### src/rtl/score_target_controller.sv
// Target-digit controller: detects ball/target overlap, scores the hit at
// the frame boundary, blanks the target for a cooldown, then picks a new one.
// Ports: clk, reset (sync, active-high), startOfFrame, drawBall,
//   drawScoreNumber, clearScore -> scoreNumber[3:0], score[9:0],
//   hitPulse, armed.
module score_target_controller #(
  parameter int unsigned HIT_POINTS      = 1,
  parameter int unsigned SCORE_MAX       = 999,
  parameter int unsigned COOLDOWN_FRAMES = 30,
  parameter logic [7:0]  LFSR_SEED       = 8'hA5,
  parameter logic [3:0]  INITIAL_TARGET  = 4'd0
) (
  input  logic       clk,
  input  logic       reset,
  input  logic       startOfFrame,
  input  logic       drawBall,
  input  logic       drawScoreNumber,
  input  logic       clearScore,
  output logic [3:0] scoreNumber,
  output logic [9:0] score,
  output logic       hitPulse,
  output logic       armed
);

  localparam int CDW =
    (COOLDOWN_FRAMES == 0) ? 1 : $clog2(COOLDOWN_FRAMES + 1);
  localparam logic [CDW-1:0] CD_LOAD = CDW'(COOLDOWN_FRAMES);
  localparam logic [CDW-1:0] CD_ONE  = CDW'(1);
  localparam logic [10:0]    ADD_PTS = 11'(HIT_POINTS);
  localparam logic [10:0]    CAP     = 11'(SCORE_MAX);
  localparam logic [3:0]     BLANK   = 4'hF;

  typedef enum logic [1:0] {
    ARMED,
    HIT,
    COOLDOWN
  } state_t;

  state_t         state_q, state_d;
  logic [9:0]     score_q, score_d;
  logic [3:0]     num_q, num_d;
  logic [3:0]     tgt_q, tgt_d;
  logic [3:0]     nxt_q, nxt_d;
  logic           hit_q, hit_d;
  logic           armed_q, armed_d;
  logic [CDW-1:0] cd_q, cd_d;
  logic [7:0]     lfsr_q, lfsr_d;

  logic        coinc;
  logic        score_evt;
  logic [3:0]  cand;
  logic [3:0]  pick;
  logic [10:0] sum;
  logic [10:0] sat;

  always_comb begin
    lfsr_d = {lfsr_q[6:0],
              lfsr_q[7] ^ lfsr_q[5] ^ lfsr_q[4] ^ lfsr_q[3]};

    // fold 10..15 onto 4..9, then step past the current target
    cand = lfsr_q[3:0];
    if (cand > 4'd9) cand = cand - 4'd6;
    pick = cand;
    if (cand == tgt_q)
      pick = (tgt_q == 4'd9) ? 4'd0 : tgt_q + 4'd1;

    sum = {1'b0, score_q} + ADD_PTS;
    sat = (sum > CAP) ? CAP : sum;

    coinc = drawBall & drawScoreNumber;
    // a coincidence on the boundary cycle belongs to the closing frame
    score_evt = startOfFrame &
                ((state_q == HIT) |
                 ((state_q == ARMED) & coinc));

    state_d = state_q;
    score_d = score_q;
    num_d   = num_q;
    tgt_d   = tgt_q;
    nxt_d   = nxt_q;
    cd_d    = cd_q;
    hit_d   = 1'b0;

    unique case (state_q)
      ARMED: begin
        if (coinc && !startOfFrame) state_d = HIT;
      end
      HIT: begin
      end
      COOLDOWN: begin
        if (startOfFrame) begin
          if (cd_q <= CD_ONE) begin
            cd_d    = '0;
            state_d = ARMED;
            num_d   = nxt_q;
            tgt_d   = nxt_q;
          end else begin
            cd_d = cd_q - CD_ONE;
          end
        end
      end
      default: state_d = ARMED;
    endcase

    if (score_evt) begin
      hit_d   = 1'b1;
      score_d = sat[9:0];
      if (COOLDOWN_FRAMES == 0) begin
        state_d = ARMED;
        num_d   = pick;
        tgt_d   = pick;
      end else begin
        state_d = COOLDOWN;
        cd_d    = CD_LOAD;
        nxt_d   = pick;
        num_d   = BLANK;
      end
    end

    if (clearScore) score_d = '0;

    armed_d = (state_d != COOLDOWN);
  end

  always_ff @(posedge clk) begin
    if (reset) begin
      state_q <= ARMED;
      score_q <= '0;
      num_q   <= INITIAL_TARGET;
      tgt_q   <= INITIAL_TARGET;
      nxt_q   <= INITIAL_TARGET;
      hit_q   <= 1'b0;
      armed_q <= 1'b1;
      cd_q    <= '0;
      lfsr_q  <= LFSR_SEED;
    end else begin
      state_q <= state_d;
      score_q <= score_d;
      num_q   <= num_d;
      tgt_q   <= tgt_d;
      nxt_q   <= nxt_d;
      hit_q   <= hit_d;
      armed_q <= armed_d;
      cd_q    <= cd_d;
      lfsr_q  <= lfsr_d;
    end
  end

  assign scoreNumber = num_q;
  assign score       = score_q;
  assign hitPulse    = hit_q;
  assign armed       = armed_q;

endmodule

### config.mk
export PLATFORM = sky130hd
export DESIGN_NAME = score_target_controller
export DESIGN_NICKNAME = d
export VERILOG_FILES = /design/src/rtl/score_target_controller.sv
export SDC_FILE = /design/constraint.sdc
export NUM_CORES = 1
export LEC_CHECK = 0
export ABC_AREA = 1
export BUFFER_PORTS_ARGS = -buffer_cell sky130_fd_sc_hd__buf_4
export CORE_MARGIN = 2
export CORE_UTILIZATION = 35
export DETAILED_ROUTE_END_ITERATION = 16
export SLEW_MARGIN = 20
export SYNTH_ARGS = -nofsm -noshare
export SYNTH_HDL_FRONTEND = slang
export SYNTH_SLANG_ARGS = --single-unit
### constraint.sdc
create_clock -name clk -period 2.6 [get_ports clk]
set_clock_uncertainty 0.1 [all_clocks]
set_input_delay 0.52 -clock clk [delete_from_list [all_inputs] [get_ports clk]]
set_output_delay 0.52 -clock clk [all_outputs]
set_load 0.02 [all_outputs]
* Yosys cells after proc, flatten, opt, wreduce, memory -nomap -nowiden
Cells that the tools add are included.
Storage, ports and cells: register bits 39, bits of input ports 6, output and inout port bits 16, word-level logic and storage cells 59
Operators by class: bitwise logic cells 7, magnitude comparators 3, mux-type cells 18, reductions and logical operators 12, add/sub/neg operators 4, eq/ne operators 5
Operators with widths (count):
- 4-bit 2-to-1 mux | 7
- 5-bit 2-to-1 mux | 4
- 10-bit by 1-bit adder with 11-bit output (second input constant) | 1
- 11-bit by 10-bit > comparator with 1-bit output (second input constant) | 1
- 10-bit 2-to-1 mux | 1
- 2-bit 2-to-1 mux | 4
- 2-bit one-hot mux with 3 select lines | 1
- 3-bit AND reduction | 2
- 2-bit nonzero test | 3
- 5-bit by 1-bit <= comparator with 1-bit output (second input constant) | 1
- 5-bit by 1-bit subtractor with 5-bit output (second input constant) | 1
- 4-bit by 1-bit adder with 4-bit output (second input constant) | 1
- 4-bit equality test | 1
- 4-bit equality test (second input constant) | 1
- 4-bit > comparator (second input constant) | 1
- 2-bit AND reduction | 2
- 2-bit OR reduction | 2
- 4-bit by 3-bit subtractor with 4-bit output (second input constant) | 1
- 1-bit bitwise AND | 3
- 1-bit bitwise XOR | 3
- 2-bit by 1-bit equality test with 1-bit output (second input constant) | 1
- 2-bit equality test (second input constant) | 1
- 2-bit zero test | 1
- 2-bit != test (second input constant) | 1
- other kinds (4) | 4

* Longest topological paths before layout
Gate-level depths: netlist (run 1).
word-level depth 6, gate-level depth with buffers 13, gate-level depth less buffers 13

* Least setup slack after synthesis (run 1)
Ideal clock, no wire load.
kind register to register, from reg score_q[0] (netlist: score[0]), to reg score_q[4] (netlist: score[4]), setup time 120 ps, arrival time 1538 ps, path buffers 0, required time 2380 ps, slack 843 ps, period minus slack after synthesis 1757 ps, stages on the path, launching flop included 11, cells stage by stage dfxtp_1 > inv_1 > ha_1 > nor3_1 > nand2_1 > nand2_1 > nor2_1 > nor2_1 > nand2_2 > nand3_1 > a21oi_1
On the way: cells in the longest elaborated chain, start to end 3
RTL lines:
- start: declaration | line 40 | logic [9:0] score_q, score_d;
- start signal: assignment | line 138 | score_q <= score_d;
- 10-bit by 1-bit adder with 11-bit output (*) | line 67 | sum = {1'b0, score_q} + ADD_PTS;
- 11-bit by 10-bit > comparator with 1-bit output | line 68 | sat = (sum > CAP) ? CAP : sum;
- 10-bit 2-to-1 mux (*) | line 68
Every way passes the cells marked *; elsewhere a longest branch is shown, timed or not. A chain may end at the register's enable or synchronous reset.

* Final worst setup path (run 1)
from reg score_q[1] (netlist: score[1]), to reg score_q[5] (netlist: score[5])
Same word-level chain as after synthesis.

==> reports/results.tsv, run 1 <==
stage	metric	value	unit
status	status	completed	
yosys	post-synthesis mux area share	0	%
place	DPL Wire Length	3050	um
yosys	Synth area leader	dfxtp_1	
clock_network	Post-CTS Setup Bufs	0	
yosys	Synth Flop Type	dfxtp_1	
min_path	WHS Endpoint	lfsr_q[7]	
finish	diode count	0	
clock_network	htree depth	2	
die	Std-Cell Rows	26	
yosys	synth warn	0	
setup_path	largest stage delay on the critical path	450	ps
yosys	post-synthesis simple-gate area fraction	27.4	%
yosys	synthesized instance count	273	
global_routing	met1 usage	19.6	%
setup_path	crit path DAT	1950	ps
setup_path	WS Path Type	flop to flop	
min_path	hold depth	1	
finish	filler instances	529	
die	height of the chip	77.7	um
setup_path	Worst Path Buf+Inv	2	
setup_path	CP max stage cell	dfxtp_1	
sta	final setup TNS	0	ps
clock_network	CTS max path bufs	2	
yosys	most common cell in the synthesized netlist	nand2_1	
place	pre-CTS setup slack	683	ps
min_path	type of the worst min-delay path	flop to flop	
yosys	complex-gate fraction of the synthesized area	13.4	%
clock_network	Resize count post-CTS	0	
sta	Fin. Hold Viols	0	
yosys	post-synthesis adder-cell area fraction	3.29	%
yosys	synthesized cell area	1900	sq um
sta	RSZ-0062 raised after global routing	false	
clock_network	Sink Count	39	
yosys	Async SR Flop Fraction	0	%
finish	share of layout cells above drive strength 1	12.7	%
die	Initial Utilization	36.7	%
setup_path	Worst setup SP type	flop	
clock_network	Root Buffer	clkbuf_8	
sta	Max-slew headroom	63.5	%
finish	utilization after layout	43.9	%
sta	Pins Over Slew Limit	0	
setup_path	Top cell by count, worst path	nand2_1	
min_path	hold path start	lfsr_q[6]	
place	input/output buffers	21	
global_routing	gr busiest metal	met2	
global_routing	met3 GRT Util	3.84	%
yosys	Post-synth EDFFs	0	
power	Max IR drop VDD	288	uV
setup_path	worst r2r src	score[1]	
yosys	xor/xnor share of the synthesized area	4.61	%
global_routing	vias in the first global route	1595	
run	Max Cap Viol	0	
setup_path	CP top delay family	simple AND/OR/NAND/NOR gates	
place	gpl congestion	0.892	
yosys	Post-synth top cells	nand2_1 (60), inv_1 (47), dfxtp_1 (39), nor2_1 (31)	
setup_path	r2r endpoint	score[5]	
clock_network	clock input transition at the sequential cells of the worst setup and hold paths	80	ps
global_routing	global router's overall resource usage	14.8	%
yosys	Synth Net Count	284	
global_routing	largest net degree at the start of global routing	14	
sta	Least-Margin Pin Slew	546	ps
finish	area growth from synthesis to layout	19.6	%
global_routing	met2 Usage GRT	22.7	%
die	Boundary Pins	22	
finish	Final nets	310	
yosys	flops & latches, synth	39	
power	Cell Pwr Density	635	nW/um^2
setup_path	worst-path maximum fanout	6	
yosys	Avg Inst Size Synth	6.96	sq um
sta	WHS	310	ps
setup_path	setup slack, reg-to-reg	740	ps
sta	Tcrit/Tclk final	71.6	%
setup_path	crit end category	flop	
global_routing	global-route wire length before repair	7190	um
die	core area	5170	sq um
detailed_routing	Iteration-0 DRC Markers	99	
yosys	main combinational cell family by area after synthesis	simple AND/OR/NAND/NOR gates	
global_routing	initial antenna violation count	0	
yosys	sequential-to-total area share from yosys stat	41.1	%
sta	Tmin final	1860	ps
power	Total Power	1.44	mW
yosys	synth unique cells	26	
setup_path	crit-path cells	ha_1 > nand2_1 > nor2_1 > nand2_1 > nand2_1 > inv_1 > nand2_1 > nor2_1 > nand2_2 > nand2_2 > o21bai_1 > inv_1	
sta	Final setup violation count	0	
detailed_routing	Vias/cell	4.69	
global_routing	grt total ovfl	0	
detailed_routing	Final ANT Viol Nets	0	
clock_network	worst skew pair latency	290	ps
yosys	top cell type's share of synthesized area	41.1	%
clock_network	Num CTS Buffers	5	
yosys	Area contributors post-synth	dfxtp_1 (41%), nand2_1 (12%), inv_1 (9.3%)	
detailed_routing	DR DRC count	0	
detailed_routing	Avg WL per Cell	11.2	um
die	die width	77.7	um
die	die area	6040	sq um
clock_network	Hold Buf Count CTS	0	
power	Leak	1.08	nW
setup_path	CP Data Required Time	2690	ps
setup_path	Reg2Reg Depth	12	
sta	Final WS setup	737	ps
detailed_routing	final wirelength	4150	um
sta	Highest Clock Rate	537	MHz
clock_network	CTS tree	yes	
detailed_routing	vias	1737	
detailed_routing	drt pass-1 iters	4	
-- cell type report --
| type | count | area [sq um] | area share, % |
|---|---|---|---|
| clock inverters | 2 | 60.1 | 2.64 |
| well taps | 70 | 87.6 | 3.85 |
| inverters | 48 | 180 | 7.93 |
| clock buffers | 6 | 72.6 | 3.19 |
| flip-flops and latches | 39 | 781 | 34.4 |
| repair buffers | 22 | 165 | 7.27 |
| multi-input cells | 183 | 926 | 40.7 |
-- cells in the final DEF, fill, tap and decap left out, drive strengths merged --
master and count:
nand2 63, inv 48, dfxtp 39, nor2 34, buf 22, o21ai 21
nand3 20, a21oi 10, xor2 8, clkbuf 6, ha 5, a221oi 4
nor3 3, xnor2 2, a31oi 2, a211oi 2, or2 2, o21a 2
o21bai 2, bufinv 2, nand3b 1, nand4 1, o31ai 1
-- flip-flops by register name, summed over array words and instances, names as in the netlist --
name	flops
cd_q	5
hitPulse	1
lfsr_q	8
armed	1
score	10
scoreNumber	4
state_q	2
tgt_q	4
nxt_q	4
-- worst max-delay path by stage --
stage,from,endpoint,slack (ps),depth (start not counted)
6_report,score[1],score[5],740,12
4_1_cts,score[1],score[2],760,12
5_1_grt,score[1],score[0],540,12
2_1_floorplan,score[0],score[4],840,10
3_5_place_dp,drawBall,score[2],680,10
3_3_place_gp,drawBall,scoreNumber[3],750,7
-- metrics by stage --
step | instance area, sq um | instances
6_report | 2270 | 370
5_1_grt | 2270 | 370
4_1_cts | 2270 | 370
3_5_place_dp | 2140 | 362
3_3_place_gp | 2140 | 362
2_1_floorplan | 1900 | 273
-- per-layer routing --
| layer | wire [um] | vias up | share of wire (%) |
|---|---|---|---|
| met4 | 61 | 0 | 1.5 |
| met1 | 2000 | 774 | 48 |
| met5 | 0 | - | 0 |
| li1 | - | 913 | - |
| met3 | 233 | 6 | 5.6 |
| met2 | 1850 | 44 | 45 |
-- cell families after synthesis --
group	Yosys count
adders and majority gates	5
AOI/OAI and AO/OA	44
buffers and inverters	51
xor gates and xnor gates	10
and+or+nand+nor	124
DFF	39
-- power breakdown --
part           switching (mW)  internal (mW)  total [mW]
combinational           0.117         0.0729       0.190
sequential             0.0224          0.632       0.654
clock                   0.215          0.384       0.599
total                   0.355           1.09        1.44
No activity file was read; power rests on OpenSTA's default activity.
==> inputs of run 2 (changes only) <==
==> constraint.sdc (replaced) <==
create_clock -name clk -period 1.55 [get_ports clk]
set_clock_uncertainty 0.1 [all_clocks]
set_input_delay 0.31 -clock clk [delete_from_list [all_inputs] [get_ports clk]]
set_output_delay 0.31 -clock clk [all_outputs]
set_load 0.02 [all_outputs]
==> run 2 against run 1 <==
  * The flow now finishes with violations (setup timing)
  * Setup slack worse by 800 ps
  * Via count grew 6.4%
  * Combinational power grew 140%
  * Routed wire length increased by 9.1%
  * Utilization rose by 7.1 points
  * Non-clock buffer count grew 30
  * Critical endpoint is now score[3]
==> reports/results.tsv, run 2 (same netlist as run 1, synthesis figures left out) <==
stage	metric	value	unit	change
run	Max Cap Viol	0		unchanged
die	Boundary Pins	22		unchanged
place	DPL Wire Length	3240	um	+6.4%
setup_path	WS Path Type	flop to flop		
power	clock share of power	29.8	%	-12 points
finish	number of flip-flops in the largest register	10		unchanged
power	Max IR drop VDD	384	uV	+33%
finish	commonest non-fill, non-tap cell in the layout	nand2_1		
die	Initial Utilization	36.7	%	unchanged
sta	RSZ-0062 raised after global routing	true		
sta	Max-slew headroom	79.0	%	+16 points
sta	WHS	108	ps	-202 ps
die	Std-Cell Rows	26		unchanged
setup_path	Worst setup SP type	flop		
clock_network	clock input transition at the sequential cells of the worst setup and hold paths	80	ps	about the same
global_routing	global-route wire length before repair	7420	um	+3.2%
setup_path	CP Launch Point	score[1]		
finish	Non-Filler Instances	400		+8.1%
finish	area growth from synthesis to layout	39.0	%	
finish	diode count	0		unchanged
setup_path	worst-path maximum fanout	6		unchanged
clock_network	Num CTS Buffers	5		unchanged
power	Sw Share	28.8	%	+4.3 points
finish	most frequent cells in the layout	nand2_1 (54), buf_4 (51), inv_1 (43)		
global_routing	grt total ovfl	0		unchanged
clock_network	Sink Count	39		unchanged
power	sequential power share	49.6	%	+4.3 points
clock_network	worst skew pair latency	290	ps	about the same
power	share of power burned in combinational logic	20.5	%	+7.3 points
die	die width	77.7	um	unchanged
sta	Tmin final	1610	ps	-253 ps
finish	filler instances	494		-6.6%
sta	Highest Clock Rate	621	MHz	+16%
sta	Final setup violation count	7		+7
finish	Final nets	340		+9.7%
place	Inst Count DP	389		+7.5%
sta	Pins Over Slew Limit	0		unchanged
detailed_routing	vias	1849		+6.4%
sta	Least-Margin Pin Slew	314	ps	-231 ps
setup_path	CP Data Required Time	1620	ps	-1070 ps
detailed_routing	Iteration-0 DRC Markers	75		-24%
detailed_routing	final wirelength	4530	um	+9.1%
sta	Tcrit/Tclk final	104	%	+32 points
setup_path	crit end category	flop		
clock_network	Root Buffer	clkbuf_8		
status	status	finished with violations		
detailed_routing	Avg WL per Cell	11.3	um	+0.92%
clock_network	CTS max path bufs	2		unchanged
place	gpl congestion	0.866		-3.0%
setup_path	Reg2Reg Depth	12		unchanged
sta	Final WS setup	-59.3	ps	-797 ps
place	input/output buffers	21		unchanged
die	height of the chip	77.7	um	unchanged
detailed_routing	Final ANT Viol Nets	0		unchanged
global_routing	global router's overall resource usage	15.2	%	+0.41 points
detailed_routing	DR DRC count	0		unchanged
min_path	hold depth	2		+1
clock_network	CTS tree	yes		
status	violated checks	setup timing		
power	Leak	1.23	nW	+14%
min_path	type of the worst min-delay path	primary input to flop		
setup_path	crit path DAT	1680	ps	-270 ps
finish	utilization after layout	51.1	%	+7.1 points
power	Total Power	2.22	mW	+54%
clock_network	htree depth	2		unchanged
power	Cell Pwr Density	841	nW/um^2	+32%
finish	share of layout cells above drive strength 1	31.5	%	+19 points
detailed_routing	Vias/cell	4.62		-1.5%
power	internal power	1.58	mW	+45%
die	die area	6040	sq um	unchanged
global_routing	largest net degree at the start of global routing	14		unchanged
setup_path	worst r2r src	score[1]		
sta	Fin. Hold Viols	0		unchanged
setup_path	setup slack, reg-to-reg	-60	ps	-800 ps
global_routing	initial antenna violation count	0		unchanged
power	Sw Pwr	0.640	mW	+81%
die	core area	5170	sq um	unchanged
setup_path	Setup crit end	score[3]		
setup_path	r2r endpoint	score[3]		
global_routing	vias in the first global route	1684		+5.6%
clock_network	Hold Buf Count CTS	0		unchanged
detailed_routing	drt pass-1 iters	4		unchanged
run 2: power by group through the flow:
stage	logic (mW)	clock network [mW]	registers, mW
4_1_cts	0.388	0.692	1.10
6_report	0.456	0.662	1.10
2_1_floorplan	0.211	0	1.13
5_1_grt	0.508	0.736	1.11
3_3_place_gp	0.371	0	1.12
3_5_place_dp	0.373	0	1.12
run 2: timing repair:
item | CTS | global route
resized for setup | 11 | 40
endpoints found under the setup margin | 12 | 21
setup buffers | 2 | 1
pin swaps | 9 | 16
endpoints found under the hold margin | 0 | 0
run 2: layout make-up:
cell class / count / area, sq um / share of cell area (%)
clock inverters: 1 / 5.00 / 0.189
repair buffers: 52 / 394 / 14.9
flip-flops and latches: 39 / 802 / 30.4
inverters: 48 / 183 / 6.92
clock buffers: 7 / 76.3 / 2.89
multi-input cells: 183 / 1090 / 41.4
well taps: 70 / 87.6 / 3.32
run 2: worst min path at each step:
stage	start	end	slack, ps
finish	startOfFrame	state_q[0]	110
global route	startOfFrame	state_q[0]	110
CTS	startOfFrame	state_q[0]	100
detailed placement	lfsr_q[6]	lfsr_q[7]	300
global placement	lfsr_q[6]	lfsr_q[7]	300
floorplan	startOfFrame	state_q[0]	290
run 2: per-stage QoR:
| stage | worst slack (ps) | area, sq um | setup TNS (ps) |
|---|---|---|---|
| floorplan | -1.22 | 1930 | -1.22 |
| global placement | -117 | 2370 | -646 |
| detailed placement | -106 | 2370 | -704 |
| CTS | -28.6 | 2510 | -111 |
| global route | -187 | 2640 | -1380 |
| finish | -59.3 | 2640 | -295 |
run 2: critical path, stage by stage, from the launching register on:
cell and delay [ps]:
dfxtp_4 400, ha_4 160, nand2_4 70, nor2_4 100, nand2_1 60, nand2_1 50, nand2_1 60, inv_1 50
nand2_1 60, nor2_1 110, nand2_2 110, nand3_1 90, a21oi_1 60
run 2: layer usage:
metal | track usage (%) | part of all wire, % | up-vias
li1 | - | - | 976
met1 | 20.3 | 49 | 829
met2 | 23.9 | 45 | 38
met3 | 3.14 | 4.5 | 6
met4 | 5.71 | 1.3 | 0
met5 | 0 | 0 | -
==> inputs of run 3 (changes only) <==
--- a/config.mk
+++ b/config.mk
@@ -8,8 +8,9 @@
 export ABC_AREA = 1
 export BUFFER_PORTS_ARGS = -buffer_cell sky130_fd_sc_hd__buf_4
 export CORE_MARGIN = 2
-export CORE_UTILIZATION = 35
+export CORE_UTILIZATION = 40
 export DETAILED_ROUTE_END_ITERATION = 16
+export REMOVE_ABC_BUFFERS = 1
 export SLEW_MARGIN = 20
 export SYNTH_ARGS = -nofsm -noshare
 export SYNTH_HDL_FRONTEND = slang
==> run 3 against run 2 <==
  * The run still ends with setup timing left
  * Cell count down 2.5%
  * Combinational power rose by 0.9%
  * Total power is 0.78% higher
  * Routed wire length up 2.4%
  * Die area shrank 12%
  * Global-route usage increased by 2.6 points
  * Setup slack got worse by 15 ps
  * Count of clock-buffer cells in the layout stayed put
  * Register-to-register slack worse by 20 ps
  * Via count up 1.1%
  * First-iteration DRC count down 21%
  * Clock power up 2%
  * Critical path type unchanged
  * Critical endpoint is now score[2]
  * Largest power group unchanged
==> reports/results.tsv, run 3 (same netlist as run 1, synthesis figures left out) <==
stage	metric	value	unit	change
status	status	finished with violations		
status	violated checks	setup timing		
die	Boundary Pins	22		unchanged
global_routing	largest net degree at the start of global routing	14		unchanged
place	DPL Wire Length	3270	um	+0.89%
place	input/output buffers	21		unchanged
finish	most frequent cells in the layout	buf_4 (56), nand2_1 (53), inv_1 (45)		
clock_network	Num CTS Buffers	5		unchanged
sta	Pins Over Slew Limit	0		unchanged
clock_network	Root Buffer	clkbuf_8		
die	die area	5320	sq um	-12%
finish	commonest non-fill, non-tap cell in the layout	buf_4		
detailed_routing	Vias/cell	4.79		+3.7%
sta	Least-Margin Pin Slew	302	ps	-12.3 ps
die	Std-Cell Rows	25		-3.8%
global_routing	initial antenna violation count	0		unchanged
detailed_routing	drt pass-1 iters	4		unchanged
finish	number of flip-flops in the largest register	10		unchanged
clock_network	Hold Buf Count CTS	0		unchanged
clock_network	worst skew pair latency	290	ps	about the same
place	pre-CTS setup slack	-162	ps	-56.5 ps
min_path	type of the worst min-delay path	primary input to flop		
sta	Final WS setup	-74.4	ps	-15.1 ps
power	Cell Pwr Density	839	nW/um^2	-0.21%
power	Max IR drop VDD	591	uV	+54%
finish	utilization after layout	57.2	%	+6.2 points
finish	Final nets	346		+1.8%
setup_path	setup slack, reg-to-reg	-70	ps	-20 ps
detailed_routing	Final ANT Viol Nets	0		unchanged
global_routing	global-route wire length before repair	7370	um	-0.65%
setup_path	r2r endpoint	score[2]		
run	Max Cap Viol	0		unchanged
setup_path	CP Data Required Time	1680	ps	+60 ps
setup_path	WS Path Type	flop to flop		
setup_path	largest stage delay on the critical path	360	ps	-40 ps
setup_path	worst r2r src	score[0]		
finish	area growth from synthesis to layout	40.4	%	
detailed_routing	Avg WL per Cell	11.9	um	+5.1%
sta	Tmin final	1620	ps	+15.1 ps
die	die width	72.9	um	-6.1%
setup_path	CP max stage cell	dfxtp_4		
min_path	hold depth	2		unchanged
setup_path	Reg2Reg Depth	11		-1
sta	Max-slew headroom	79.8	%	+0.82 points
finish	filler instances	452		-8.5%
power	Total Power	2.24	mW	+0.78%
power	Leak	1.27	nW	+3.2%
clock_network	Sink Count	39		unchanged
setup_path	CP Launch Point	score[0]		
clock_network	CTS tree	yes		
global_routing	global router's overall resource usage	17.7	%	+2.6 points
place	gpl congestion	0.913		+5.4%
setup_path	Worst setup SP type	flop		
finish	share of layout cells above drive strength 1	33.3	%	+1.8 points
setup_path	crit path DAT	1760	ps	+80 ps
detailed_routing	final wirelength	4640	um	+2.4%
sta	Final setup violation count	10		+3
setup_path	worst-path maximum fanout	4		-2
sta	Tcrit/Tclk final	105	%	+0.97 points
finish	diode count	0		unchanged
die	Initial Utilization	40.8	%	+4.0 points
clock_network	clock input transition at the sequential cells of the worst setup and hold paths	80	ps	about the same
clock_network	CTS max path bufs	2		unchanged
detailed_routing	Iteration-0 DRC Markers	59		-21%
sta	RSZ-0062 raised after global routing	true		
global_routing	vias in the first global route	1695		+0.65%
die	core area	4660	sq um	-9.9%
detailed_routing	vias	1869		+1.1%
setup_path	crit-path cells	inv_1 > ha_4 > nor3_2 > nand2_1 > nand2_1 > nor2_2 > nor2_1 > nand2_2 > nand2_2 > o21bai_1 > inv_1		
setup_path	Setup crit end	score[2]		
clock_network	htree depth	2		unchanged
detailed_routing	DR DRC count	0		unchanged
sta	Fin. Hold Viols	0		unchanged
global_routing	grt total ovfl	0		unchanged
die	height of the chip	72.9	um	-6.1%
setup_path	crit end category	flop		
sta	Highest Clock Rate	616	MHz	-0.93%
-- run 3: cell types whose count changed in the layout (fill, tap and decap cells not counted), sizes merged --
cell	change
buf	+6
-- run 3: metal layers --
layer / track usage (%) / share of wire [%] / vias up
met5: 0 / 0 / -
met2: 28.4 / 47 / 20
met1: 23.7 / 49 / 863
li1: - / - / 984
met4: 5.35 / 0.60 / 0
met3: 4.28 / 2.9 / 2
-- run 3: how the worst min path moves through the flow --
| stage | startpoint | end | slack (ps) |
|---|---|---|---|
| finish | startOfFrame | state_q[0] | 100 |
| global route | startOfFrame | state_q[0] | 110 |
| CTS | startOfFrame | state_q[0] | 100 |
| detailed placement | lfsr_q[6] | lfsr_q[7] | 300 |
| global placement | lfsr_q[6] | lfsr_q[7] | 290 |
| floorplan | reset | lfsr_q[6] | 280 |
-- run 3: critical path, delay by kind of cell, from the launching register on --
| family | cells | cell delay (ps) |
|---|---|---|
| compound gates | 1 | 70 |
| flops | 1 | 360 |
| buf+inv | 2 | 230 |
| fa+ha+maj | 1 | 240 |
| simple gates | 7 | 580 |
-- run 3: stage by stage --
step	hold slack, ps	area (sq um)	instances	setup TNS (ps)
2_1_floorplan	281	1890	270	-1430
3_3_place_gp	291	2340	375	-1350
3_5_place_dp	301	2340	375	-1350
4_1_cts	99.2	2550	387	-141
5_1_grt	110	2670	390	-1820
6_report	105	2670	390	-505
-- run 3: timing repair --
action / in CTS / in global routing
pin swaps: 10 / 13
gates resized for setup: 30 / 30
endpoints found under the setup margin: 14 / 24
buffers inserted: 4 / 3
-- run 3: report_power, final --
part | leakage (nW) | internal [mW] | switching [mW]
sequential | 0.322 | 1.06 | 0.0415
clock | 0.0422 | 0.316 | 0.361
combinational | 0.910 | 0.210 | 0.250
-- run 3: layout make-up --
| type | instances | area, sq um | area share [%] |
|---|---|---|---|
| Clock inverter | 1 | 5.00 | 0.188 |
| Multi-Input combinational cell | 183 | 1100 | 41.2 |
| Timing Repair Buffer | 58 | 443 | 16.6 |
| Sequential cell | 39 | 793 | 29.7 |
| Inverter | 48 | 183 | 6.85 |
| Tap cell | 54 | 67.6 | 2.53 |
| Clock buffer | 7 | 76.3 | 2.86 |
